<file path="src/rtl/knn_ctrl_if.sv">
// Host and stage handshake bundle for the KNN job sequencer.
// The master side drives requests and stage responses; the slave side is the controller.
interface knn_ctrl_if #(
    parameter int TYPE_W = 3
);
    logic              start;
    logic              abort;
    logic              busy;
    logic              start_calc;
    logic              done_calc;
    logic              valid_sort;
    logic              start_vote;
    logic              valid_vote;
    logic [TYPE_W-1:0] vote_class;
    logic [TYPE_W-1:0] class_out;
    logic              class_valid;
    logic              error;
    logic [15:0]       cycle_count;

    modport master (
        output start, abort, done_calc, valid_sort, valid_vote, vote_class,
        input  busy, start_calc, start_vote, class_out, class_valid,
        input  error, cycle_count
    );

    modport slave (
        input  start, abort, done_calc, valid_sort, valid_vote, vote_class,
        output busy, start_calc, start_vote, class_out, class_valid,
        output error, cycle_count
    );
endinterface

</file>
<file path="src/rtl/knn_ctrl.sv">
// Sequencer for one KNN classification job: calc -> sort -> vote -> result.
// Provides host handshake, per-stage timeout, sticky error and job latency.
module knn_ctrl #(
    parameter int L       = 5,
    parameter int TYPE_W  = 3,
    parameter int TIMEOUT = 1024
) (
    input logic      clk,
    input logic      rst,
    knn_ctrl_if.slave bus
);
    if (TIMEOUT < 2 || L < 1) begin : g_bad_param
        $error("knn_ctrl: TIMEOUT must be >= 2 and L >= 1");
    end

    localparam int TW = $clog2(TIMEOUT);
    localparam logic [TW-1:0] TO_LAST = TW'(TIMEOUT - 1);

    typedef enum logic [2:0] {
        S_IDLE,
        S_CALC,
        S_SORT,
        S_VOTE,
        S_DONE
    } state_t;

    state_t        state;
    state_t        nxt;
    state_t        adv;
    logic [TW-1:0] timer;
    logic [15:0]   lat;
    logic [15:0]   lat_inc;
    logic          vs_q;
    logic          ev;
    logic          in_stage;
    logic          accept;
    logic          tmo;

    assign in_stage = (state == S_CALC) || (state == S_SORT) ||
                      (state == S_VOTE);
    assign lat_inc  = (lat == 16'hFFFF) ? lat : lat + 16'd1;

    always_comb begin
        nxt    = state;
        adv    = state;
        ev     = 1'b0;
        accept = 1'b0;
        tmo    = 1'b0;
        unique case (state)
            S_IDLE: begin
                if (bus.start && !bus.abort) begin
                    nxt    = S_CALC;
                    accept = 1'b1;
                end
            end
            S_CALC: begin
                ev  = bus.done_calc;
                adv = S_SORT;
            end
            S_SORT: begin
                ev  = bus.valid_sort && !vs_q;
                adv = S_VOTE;
            end
            S_VOTE: begin
                ev  = bus.valid_vote;
                adv = S_DONE;
            end
            S_DONE:  nxt = S_IDLE;
            default: nxt = S_IDLE;
        endcase
        // completion in the timeout cycle still advances normally
        if (in_stage) begin
            if (ev) begin
                nxt = adv;
            end else if (timer == TO_LAST) begin
                nxt = S_IDLE;
                tmo = 1'b1;
            end
        end
        if (bus.abort && state != S_IDLE) begin
            nxt = S_IDLE;
            tmo = 1'b0;
        end
    end

    always_ff @(posedge clk) begin
        if (rst) begin
            state <= S_IDLE;
        end else begin
            state <= nxt;
        end
    end

    always_ff @(posedge clk) begin
        if (rst) begin
            timer <= '0;
            lat   <= '0;
            vs_q  <= 1'b0;
        end else begin
            vs_q <= bus.valid_sort;
            if (in_stage && nxt == state) begin
                timer <= timer + 1'b1;
            end else begin
                timer <= '0;
            end
            if (accept) begin
                lat <= '0;
            end else if (in_stage) begin
                lat <= lat_inc;
            end
        end
    end

    always_ff @(posedge clk) begin
        if (rst) begin
            bus.busy        <= 1'b0;
            bus.start_calc  <= 1'b0;
            bus.start_vote  <= 1'b0;
            bus.class_valid <= 1'b0;
            bus.error       <= 1'b0;
            bus.class_out   <= '0;
            bus.cycle_count <= '0;
        end else begin
            bus.busy        <= (nxt != S_IDLE);
            bus.start_calc  <= accept;
            bus.start_vote  <= (state == S_SORT) && (nxt == S_VOTE);
            bus.class_valid <= (state == S_VOTE) && (nxt == S_DONE);
            if (accept) begin
                bus.error <= 1'b0;
            end else if (tmo) begin
                bus.error <= 1'b1;
            end
            if (state == S_VOTE && nxt == S_DONE) begin
                bus.class_out   <= bus.vote_class;
                bus.cycle_count <= lat_inc;
            end
        end
    end
endmodule

</file>
<file path="src/flat_wrapper.sv">
// flat-port wrapper written by rule: the top's interface ports become plain ports
module knn_ctrl_flat 
#(
    parameter int L       = 5,
    parameter int TYPE_W  = 3,
    parameter int TIMEOUT = 1024
)
  (clk, rst, bus_start, bus_abort, bus_done_calc, bus_valid_sort, bus_valid_vote, bus_vote_class, bus_busy, bus_start_calc, bus_start_vote, bus_class_out, bus_class_valid, bus_error, bus_cycle_count);
  knn_ctrl_if #(.TYPE_W(TYPE_W)) bus_i ();
  input logic clk;
  input logic rst;
  input wire logic [$bits(bus_i.start)-1:0] bus_start;
  input wire logic [$bits(bus_i.abort)-1:0] bus_abort;
  input wire logic [$bits(bus_i.done_calc)-1:0] bus_done_calc;
  input wire logic [$bits(bus_i.valid_sort)-1:0] bus_valid_sort;
  input wire logic [$bits(bus_i.valid_vote)-1:0] bus_valid_vote;
  input wire logic [$bits(bus_i.vote_class)-1:0] bus_vote_class;
  output wire logic [$bits(bus_i.busy)-1:0] bus_busy;
  output wire logic [$bits(bus_i.start_calc)-1:0] bus_start_calc;
  output wire logic [$bits(bus_i.start_vote)-1:0] bus_start_vote;
  output wire logic [$bits(bus_i.class_out)-1:0] bus_class_out;
  output wire logic [$bits(bus_i.class_valid)-1:0] bus_class_valid;
  output wire logic [$bits(bus_i.error)-1:0] bus_error;
  output wire logic [$bits(bus_i.cycle_count)-1:0] bus_cycle_count;
  assign bus_i.start = bus_start;
  assign bus_i.abort = bus_abort;
  assign bus_i.done_calc = bus_done_calc;
  assign bus_i.valid_sort = bus_valid_sort;
  assign bus_i.valid_vote = bus_valid_vote;
  assign bus_i.vote_class = bus_vote_class;
  assign bus_busy = bus_i.busy;
  assign bus_start_calc = bus_i.start_calc;
  assign bus_start_vote = bus_i.start_vote;
  assign bus_class_out = bus_i.class_out;
  assign bus_class_valid = bus_i.class_valid;
  assign bus_error = bus_i.error;
  assign bus_cycle_count = bus_i.cycle_count;
  knn_ctrl #(.L(L), .TYPE_W(TYPE_W), .TIMEOUT(TIMEOUT)) u_core (.clk(clk), .rst(rst), .bus(bus_i));
endmodule
</file>
<file path="config.mk">
export PLATFORM = sky130hd
export DESIGN_NAME = knn_ctrl_flat
export DESIGN_NICKNAME = d
export VERILOG_FILES = /design/src/rtl/knn_ctrl_if.sv /design/src/rtl/knn_ctrl.sv /design/src/flat_wrapper.sv
export SDC_FILE = /design/constraint.sdc
export NUM_CORES = 1
export LEC_CHECK = 0
export BUFFER_PORTS_ARGS = -buffer_cell sky130_fd_sc_hd__buf_2
export CAP_MARGIN = 25
export CORE_ASPECT_RATIO = 0.6
export CORE_MARGIN = 2
export CORE_UTILIZATION = 45
export DETAILED_ROUTE_END_ITERATION = 8
export PLACE_DENSITY = 0.75
export SYNTH_ARGS = -nofsm -noshare
export SYNTH_HDL_FRONTEND = slang
export SYNTH_SLANG_ARGS = --single-unit
</file>
<file path="constraint.sdc">
create_clock -name clk -period 3.5 [get_ports clk]
set_input_delay 0.35 -clock clk [delete_from_list [all_inputs] [get_ports clk]]
set_output_delay 0.35 -clock clk [all_outputs]
set_load 0.05 [all_outputs]
</file>
==> flow_metrics.env, run 1 <==
export IMPL_async_flop_share=0
export IMPL_vdd_ir_drop_max_mv=0.230
export IMPL_ys_ff_latch=54
export IMPL_hold_class="in -> reg"
export IMPL_synthTopCellsByArea="dfxtp_1 42%, nor2_1 6.9%, a21oi_1 4.1%, xnor2_1 4.1%, xor2_1 4.1%"
export IMPL_mappedNetlistArea_um2=2550
export IMPL_max_slew_margin=0.448
export IMPL_clk_latency_ps=320
export IMPL_cts_resized=0
export IMPL_synth_edff_count=0
export IMPL_ys_warn_count=0
export IMPL_die_y_um=62.3
export IMPL_synth_top_area_frac=0.424
export IMPL_drt_wl_total_um=5720
export IMPL_clkTransAtPathRegs_ps=100
export IMPL_rsz0062_at_grt="no"
export IMPL_leakage_nw=1.03
export IMPL_die_w_um=101
export IMPL_setup_tns_ps=0
export IMPL_cp_arrival_ps=2580
export IMPL_final_setup_viol_count=0
export IMPL_criticalPathCategory="reg -> reg"
export IMPL_fin_crit_sh=0.676
export IMPL_setup_ws_ps=1130
export IMPL_die_area_um2=6300
export IMPL_place_congestion=0.923
export IMPL_h_tree_depth=2
export IMPL_power_w=0.00117
export IMPL_fin_crit_ps=2370
export IMPL_clock_skew_ps=10.9
export IMPL_grt_total_usage=0.190
export IMPL_area_delta_synth_final_pct=13.0
export IMPL_root_buffer="clkbuf_8"
export IMPL_vias=2244
export IMPL_cts_buffer_depth=2
export IMPL_syn_num_nets=316
export IMPL_numCtsBuffers=5
export IMPL_pre_cts_slack_ps=1230
export IMPL_path_max_fanout=12
export IMPL_drtIter0Drc=180
export IMPL_synth_ff_type="dfxtp_1"
export IMPL_drv_cap=0
export IMPL_vias_per_cell=5.64
export IMPL_drt_pre_antenna_iters=4
export IMPL_cts_sink_count=54
export IMPL_hold_viol_final=0
export IMPL_critPathCaptureType="flop"
export IMPL_drc=0
export IMPL_ioPinCount=34
export IMPL_fmax_mhz=422
export IMPL_grt_max_degree=30
export IMPL_slew_violations=0
export IMPL_post_cts_buffers=0
export IMPL_drive_above_1_share=0.173
export IMPL_tightest_slew_ps=825
export IMPL_antenna_found_initial=0
export IMPL_status="completed"
export IMPL_n_antenna_cell=0
export IMPL_synth_cells=304
export IMPL_cts_tree="yes"
export IMPL_yosysTopAreaCell="dfxtp_1"
export IMPL_ys_seq_area_frac=0.424
export IMPL_cp_data_required_time_ps=3710
export IMPL_yosysMostFrequentCell="dfxtp_1"
export IMPL_nets=340
export IMPL_yosys_top_cells_count="54 x dfxtp_1, 47 x nor2_1, 27 x nand2_1, 21 x a21oi_1, 17 x nand3_1"
export IMPL_power_density_nw_per_um2=407
export IMPL_grt_pass1_vias=1944
export IMPL_syn_area_per_cell_um2=8.39
export IMPL_postCtsHoldBufs=0
export IMPL_io_buffers=33
export IMPL_grt_pass1_wl_um=9580
export IMPL_start_util=0.462
export IMPL_hold_ws_ps=262
export IMPL_synth_cell_types=47
export IMPL_wl_per_cell_um=14.4
export IMPL_dpl_hpwl_um=4070
export IMPL_core_area_um2=5520
export IMPL_ant_nets=0
export IMPL_rows=21
export IMPL_critPathLaunchType="flop"
export IMPL_overflow=0
## kinds of logic after synthesis
| logic type | after synthesis | synth area share |
|---|---|---|
| multiplexers | 5 | 0.0221 |
| XOR/XNOR | 24 | 0.0824 |
| adder cells (fa/ha/maj) | 2 | 0.00981 |
| AND/OR/NAND/NOR | 129 | 0.251 |
| flip-flops | 54 | 0.424 |
| AO/OA/AOI/OAI | 68 | 0.174 |
| buffers and inverters | 22 | 0.0368 |
## area by class of cell
cell class / instances / area [µm²]
Fill cell: 530 / 2640
Multi-Input combinational cell: 228 / 1380
Sequential cell: 54 / 1080
Timing Repair Buffer: 34 / 180
Tap cell: 69 / 86.3
Clock buffer: 5 / 68.8
Clock inverter: 3 / 68.8
Inverter: 5 / 18.8
## where the power goes
part / internal, W / leakage (nW) / switching, W
Combinational: 0.0000156 / 0.525 / 0.0000361
Sequential: 0.000618 / 0.436 / 0.00000458
Clock: 0.000287 / 0.0683 / 0.000213
Total: 0.000920 / 1.03 / 0.000254
## through the flow
step,cell area [µm²],util,std cells
2_1_floorplan,2550,-,304
6_report,2880,0.522,398
3_5_place_dp,2730,0.495,389
5_1_grt,2880,0.522,398
3_3_place_gp,2730,0.495,389
4_1_cts,2870,0.520,397
## worst paths after layout
path                                            startpoint                    endpoint  slack (ps)  cells after the start
worst min-delay path                     bus_vote_class[2]     u_core.bus.class_out[2]         260                      3
worst min register to register  u_core.bus.cycle_count[10]  u_core.bus.cycle_count[10]         450                      2
worst max-delay path                         u_core.lat[0]              u_core.lat[14]        1130                      6
worst max register to register               u_core.lat[0]              u_core.lat[14]        1130                      6
## layer usage
metal,track usage,routed length (µm)
met1,0.295,2910
met5,0,0
met2,0.259,2290
met3,0.0439,461
met4,0.0524,57
## sequential cells by signal (all words and copies together) (netlist names)
| register | cells |
|---|---|
| u_core.bus.cycle_count | 16 |
| u_core.lat | 16 |
| u_core.timer | 10 |
| u_core.bus.class_out | 3 |
| u_core.state | 3 |
| u_core.bus.busy | 1 |
| u_core.bus.class_valid | 1 |
| u_core.bus.error | 1 |
| u_core.bus.start_calc | 1 |
| u_core.bus.start_vote | 1 |
| u_core.vs_q | 1 |
## cells in the final DEF (no fill, tap or decap), types with 3 or more instances in the layout
| cell | instances |
|---|---|
| dfxtp_1 | 54 |
| nor2_1 | 46 |
| buf_2 | 33 |
| nand2_1 | 27 |
| a21oi_1 | 21 |
| nand3_1 | 17 |
| xor2_1 | 12 |
| xnor2_1 | 12 |
| o211ai_1 | 8 |
| o21ai_0 | 8 |
| a211oi_1 | 7 |
| nor3_1 | 6 |
| a31oi_1 | 6 |
| nand4_1 | 5 |
| a311oi_1 | 5 |
| clkbuf_8 | 5 |
| or2_2 | 4 |
| inv_1 | 4 |
| and3_1 | 4 |
| nor2b_1 | 4 |
| mux2i_1 | 3 |
| o21ai_1 | 3 |
## critical path, cell delays in order (launching register included)
cell	delay, ps
dfxtp_1	430
ha_1	260
nand3_1	180
nor2_1	690
and3_1	330
a21oi_1	90
a311oi_1	280
Power figures use the tool's default switching activity.
==> run 2, diff against run 1 <==
--- a/config.mk
+++ b/config.mk
@@ -5,6 +5,7 @@
 export SDC_FILE = /design/constraint.sdc
 export NUM_CORES = 1
 export LEC_CHECK = 0
+export ABC_AREA = 1
 export BUFFER_PORTS_ARGS = -buffer_cell sky130_fd_sc_hd__buf_2
 export CAP_MARGIN = 25
 export CORE_ASPECT_RATIO = 0.6
==> constraint.sdc (replaced) <==
create_clock -name clk -period 2.2 [get_ports clk]
set_input_delay 0.22 -clock clk [delete_from_list [all_inputs] [get_ports clk]]
set_output_delay 0.22 -clock clk [all_outputs]
set_load 0.05 [all_outputs]
==> run 2 against run 1 <==
Net effect:
- combinational power grew to 2.6 times the previous value
- fmax is 27% higher
- sequential power is 64% higher
- worst setup slack worse by 800 ps
- utilization stayed put
- largest cell class unchanged
- critical path type unchanged
- total power is 56% higher
- first-iteration DRC count is 7.2% lower
==> flow_metrics.env, run 2 <==
export IMPL_drc=0
export IMPL_start_util=0.462
export IMPL_overflow=0
export IMPL_leakage_nw=1.25
export IMPL_n_antenna_cell=0
export IMPL_drive_above_1_share=0.209
export IMPL_synthMuxAreaShare=0
export IMPL_synthTopCellsByArea="dfxtp_1 42%, nor2_1 7.7%, nand2_1 7.5%, nand3_1 5.3%, o21ai_0 4.9%"
export IMPL_numCtsBuffers=5
export IMPL_synth_top_area_frac=0.424
export IMPL_tightest_slew_ps=356
export IMPL_synth_cell_types=31
export IMPL_numPlacedInstances=439
export IMPL_criticalPathCategory="reg -> reg"
export IMPL_cts_buffer_depth=2
export IMPL_ant_nets=0
export IMPL_vias=2259
export IMPL_cp_data_required_time_ps=2470
export IMPL_post_cts_buffers=0
export IMPL_reg_top3="u_core.bus.cycle_count x16, u_core.lat x16, u_core.timer x10"
export IMPL_pwr_share_comb=0.073
export IMPL_io_buffers=33
export IMPL_root_buffer="clkbuf_8"
export IMPL_synth_ff_type="dfxtp_1"
export IMPL_max_slew_margin=0.762
export IMPL_cp_arrival_ps=2140
export IMPL_h_tree_depth=2
export IMPL_postCtsHoldBufs=0
export IMPL_critPathLaunchType="flop"
export IMPL_clock_power_share=0.369
export IMPL_ys_seq_area_frac=0.424
export IMPL_grt_pass1_wl_um=9810
export IMPL_seq_area_um2=1080
export IMPL_clk_latency_ps=320
export IMPL_clock_skew_ps=10.6
export IMPL_clkTransAtPathRegs_ps=100
export IMPL_syn_area_per_cell_um2=7.41
export IMPL_power_density_nw_per_um2=635
export IMPL_die_y_um=62.3
export IMPL_rsz0062_at_grt="no"
export IMPL_yosysTopAreaCell="dfxtp_1"
export IMPL_grt_pass1_vias=2118
export IMPL_mappedNetlistArea_um2=2550
export IMPL_layout_commonest_cell="dfxtp_1"
export IMPL_place_congestion=0.898
export IMPL_fin_crit_ps=1860
export IMPL_vdd_ir_drop_max_mv=0.291
export IMPL_async_flop_share=0
export IMPL_drv_cap=0
export IMPL_hold_class="in -> reg"
export IMPL_drt_wl_total_um=5600
export IMPL_ys_warn_count=0
export IMPL_power_frac_seq=0.558
export IMPL_multi_input_area_um2=1260
export IMPL_final_util=0.522
export IMPL_finalNonFillerCells=447
export IMPL_cts_resized=0
export IMPL_hold_viol_final=0
export IMPL_power_w=0.00183
export IMPL_drtIter0Drc=167
export IMPL_synth_simple_gate_area_frac=0.326
export IMPL_antenna_found_initial=0
export IMPL_slew_violations=0
export IMPL_cts_sink_count=54
export IMPL_synth_compound_area_frac=0.112
export IMPL_synth_edff_count=0
export IMPL_synthAdderAreaFrac=0.00982
export IMPL_rrSetupSlack_ps=340
export IMPL_path_max_fanout=9
export IMPL_p_sw_w=0.000446
export IMPL_nets=389
export IMPL_ioPinCount=34
export IMPL_area_delta_synth_final_pct=13.1
export IMPL_die_w_um=101
export IMPL_synth_top_family_by_area="simple AND/OR/NAND/NOR gates"
export IMPL_core_area_um2=5520
export IMPL_cts_tree="yes"
export IMPL_final_setup_viol_count=0
export IMPL_most_common_layout_cells="54 x dfxtp_1, 52 x nor2_1, 51 x nand2_1, 33 x buf_2, 32 x inv_1"
export IMPL_grt_max_degree=19
export IMPL_critPathCaptureType="flop"
export IMPL_wl_per_cell_um=12.5
export IMPL_synth_xor_xnor_area_share=0.0481
export IMPL_sw_frac_of_total=0.244
export IMPL_drt_pre_antenna_iters=4
export IMPL_vias_per_cell=5.05
export IMPL_die_area_um2=6300
export IMPL_intPower_w=0.00138
export IMPL_fmax_mhz=536
export IMPL_dpl_hpwl_um=4170
export IMPL_grt_total_usage=0.193
export IMPL_yosys_top_cells_count="54 x dfxtp_1, 52 x nor2_1, 51 x nand2_1, 32 x inv_1, 27 x nand3_1"
export IMPL_status="completed"
export IMPL_syn_num_nets=356
export IMPL_fin_crit_sh=0.848
export IMPL_rows=21
export IMPL_setup_tns_ps=0
export IMPL_synth_cells=344
export IMPL_n_fill_cell=560
export IMPL_ys_ff_latch=54
export IMPL_yosysMostFrequentCell="dfxtp_1"
-- run 2: logic make-up (layout without fill, tap and decap cells) --
group	Yosys count	in the layout
and+or+nand+nor	174	174
buffers and inverters	49	83
DFF	54	54
adders and majority gates	2	2
AOI/OAI and AO/OA	51	51
xor gates and xnor gates	14	14
-- run 2: metrics by stage --
step	hold slack, ps	worst slack, ps	instance area (µm²)
2_1_floorplan	327	636	2550
3_3_place_gp	441	446	2770
3_5_place_dp	454	376	2770
4_1_cts	123	334	2880
5_1_grt	148	109	2880
6_report	129	335	2880
-- run 2: power groups by stage --
stage / Combinational, W / Clock, W / Sequential, W
final: 0.000133 / 0.000675 / 0.00102
after global placement: 0.000130 / 0 / 0.00104
after CTS: 0.000133 / 0.000697 / 0.00102
after global routing: 0.000151 / 0.000730 / 0.00102
after detailed placement: 0.000132 / 0 / 0.00104
after floorplan: 0.0000939 / 0 / 0.00104
-- run 2: path summary, 6_finish.rpt --
check	end	cells after the start	start
min reg2reg	u_core.bus.cycle_count[2]	2	u_core.bus.cycle_count[2]
min	u_core.bus.class_out[1]	3	bus_vote_class[1]
max	u_core.lat[0]	9	u_core.lat[0]
max reg2reg	u_core.lat[0]	9	u_core.lat[0]
-- run 2: final cells by class --
type / instances / area share
clock buffers: 5 / 0.0239
clock inverters: 3 / 0.0152
inverters: 38 / 0.0495
multi-input cells: 241 / 0.439
flip-flops and latches: 54 / 0.375
well taps: 69 / 0.0300
repair buffers: 37 / 0.0677
-- run 2: worst max-delay path, cell delays in order, from the launching register on --
cell	delay (ps)
dfxtp_1	460
ha_1	290
nand3_1	140
nor2_1	200
nand3_2	210
inv_2	190
nand2_1	80
nand3_1	80
o211ai_1	80
inv_1	70
-- run 2: metal layers --
layer	vias to the layer above	share of wire	GRT usage
met5	-	0	0
met4	0	0.0086	0.0422
met3	6	0.065	0.0462
met2	71	0.39	0.270
met1	1012	0.53	0.297
li1	1170	-	-
==> run 3, diff against run 2 <==
==> constraint.sdc (replaced) <==
create_clock -name clk -period 1.75 [get_ports clk]
set_input_delay 0.175 -clock clk [delete_from_list [all_inputs] [get_ports clk]]
set_output_delay 0.175 -clock clk [all_outputs]
set_load 0.05 [all_outputs]
==> run 3 against run 2 <==
Net effect:
- critical path depth grew 1
- sequential share of layout area decreased by 1.4 points
- global-route usage fell by 0.34 points
- flip-flop and latch count stayed put
- clock-buffer cell count grew 1
- critical path type unchanged
- highest routed layer unchanged
==> flow_metrics.env, run 3 (synthesis gave the netlist of run 2 again) <==
export IMPL_h_tree_depth=2
export IMPL_cpPeakStageDelay_ps=390
export IMPL_n_fill_cell=532
export IMPL_cts_sink_count=54
export IMPL_die_w_um=101
export IMPL_start_util=0.462
export IMPL_io_buffers=33
export IMPL_leakage_nw=1.29
export IMPL_numCtsBuffers=5
export IMPL_cp_data_required_time_ps=1950
export IMPL_clkTransAtPathRegs_ps=90
export IMPL_nets=398
export IMPL_ant_nets=0
export IMPL_most_common_layout_cells="49 x nor2_1, 49 x dfxtp_1, 48 x nand2_1, 33 x buf_2, 31 x inv_1"
export IMPL_vias_per_cell=5.16
export IMPL_rsz0062_at_grt="yes"
export IMPL_setup_ws_ps=119
export IMPL_core_area_um2=5520
export IMPL_die_area_um2=6300
export IMPL_root_buffer="clkbuf_8"
export IMPL_drt_pre_antenna_iters=4
export IMPL_grt_max_degree=23
export IMPL_critPathCaptureType="flop"
export IMPL_design_area_um2=3020
export IMPL_slew_violations=0
export IMPL_drv_cap=0
export IMPL_path_buf_inv=0
export IMPL_tightest_slew_ps=308
export IMPL_fmax_mhz=613
export IMPL_overflow=0
export IMPL_criticalPathCategory="reg -> reg"
export IMPL_status="completed"
export IMPL_hold_class="in -> reg"
export IMPL_drc=0
export IMPL_drtIter0Drc=116
export IMPL_wl_per_cell_um=12.9
export IMPL_dpl_hpwl_um=4200
export IMPL_cpMaxStageDelayCell="dfxtp_4"
export IMPL_cp_arrival_ps=1830
export IMPL_dpl_cell_area_um2=2810
export IMPL_cts_buffer_depth=2
export IMPL_path_max_fanout=5
export IMPL_clk_latency_ps=310
export IMPL_grt_total_usage=0.189
export IMPL_cts_tree="yes"
export IMPL_reg_top3="u_core.bus.cycle_count x16, u_core.lat x16, u_core.timer x10"
export IMPL_drt_wl_total_um=5890
export IMPL_clock_skew_ps=7.03
export IMPL_grt_pass1_vias=2101
export IMPL_hold_viol_final=0
export IMPL_critPathTopFamily="simple AND/OR/NAND/NOR gates"
export IMPL_n_antenna_cell=0
export IMPL_setup_tns_ps=0
export IMPL_path_cells="ha_4 > nand2_1 > nor3_4 > nand2_2 > nor2_2 > nand2_2 > nand3b_1 > nand2_1 > nor2_1 > nor2_1"
export IMPL_final_util=0.547
export IMPL_power_density_nw_per_um2=768
export IMPL_vias=2349
export IMPL_vdd_ir_drop_max_mv=0.380
export IMPL_fin_crit_ps=1630
export IMPL_rows=21
export IMPL_pre_cts_slack_ps=-6.77
export IMPL_place_congestion=0.877
export IMPL_area_delta_synth_final_pct=18.6
export IMPL_antenna_found_initial=0
export IMPL_drive_above_1_share=0.267
export IMPL_grt_pass1_wl_um=9600
export IMPL_critPathLaunchType="flop"
export IMPL_fin_crit_sh=0.932
export IMPL_max_slew_margin=0.793
export IMPL_die_y_um=62.3
export IMPL_ioPinCount=34
export IMPL_final_setup_viol_count=0
[run 3: cell types whose count changed in the layout (fill, tap and decap cells not counted), sizes merged]
cell	change
buf	+8
clkbuf	+1
clkinvlp	+1
inv	-2
nand2	+1
clkinv	-1
[run 3: power by group]
part	switching, W	internal, W
clock network	0.000391	0.000458
logic	0.000124	0.0000617
registers	0.0000303	0.00125
total	0.000545	0.00177
[run 3: final cells by class]
cell class / count / area, µm² / area share
clock buffers: 6 / 82.6 / 0.0273
inverters: 38 / 146 / 0.0485
repair buffers: 45 / 255 / 0.0845
clock inverters: 1 / 30.0 / 0.00994
flip-flops and latches: 54 / 1090 / 0.361
multi-input cells: 242 / 1330 / 0.440
well taps: 69 / 86.3 / 0.0286
[run 3: metrics by stage]
stage | hold WS, ps | power (W) | instances
floorplan | 282 | 0.00143 | 344
global placement | 399 | 0.00148 | 444
detailed placement | 410 | 0.00148 | 444
CTS | 81.3 | 0.00233 | 452
global route | 84.0 | 0.00242 | 455
finish | 90.1 | 0.00232 | 455
[run 3: final timing paths]
kind,from,endpoint,slack [ps],cells past startpoint
worst max-delay path,u_core.lat[1],u_core.bus.cycle_count[11],120,10
worst min-delay path,bus_valid_sort,u_core.vs_q,90,3
worst max register to register,u_core.lat[1],u_core.bus.cycle_count[11],120,10
worst min register to register,u_core.timer[0],u_core.timer[0],430,1
[run 3: routing by layer]
metal | track usage | wire (µm) | part of all wire | up-vias
met3 | 0.0507 | 370 | 0.063 | 9
met5 | 0 | 0 | 0 | -
met1 | 0.286 | 3090 | 0.53 | 1087
met4 | 0.0456 | 58 | 0.0098 | 0
li1 | - | - | - | 1191
met2 | 0.266 | 2370 | 0.40 | 62
[run 3: tightest hold or removal path, delay by kind of cell]
family                 cells  cell delay [ps]
AND/OR/NAND/NOR            1               30
buffers and inverters      2              160
[run 3: timing repair]
action,4_1_cts,5_1_grt
resized for setup,1,21
pin swaps,0,4
setup endpoints to repair,7,41
cloned,0,1
hold buffers,0,0
buffers inserted,1,2
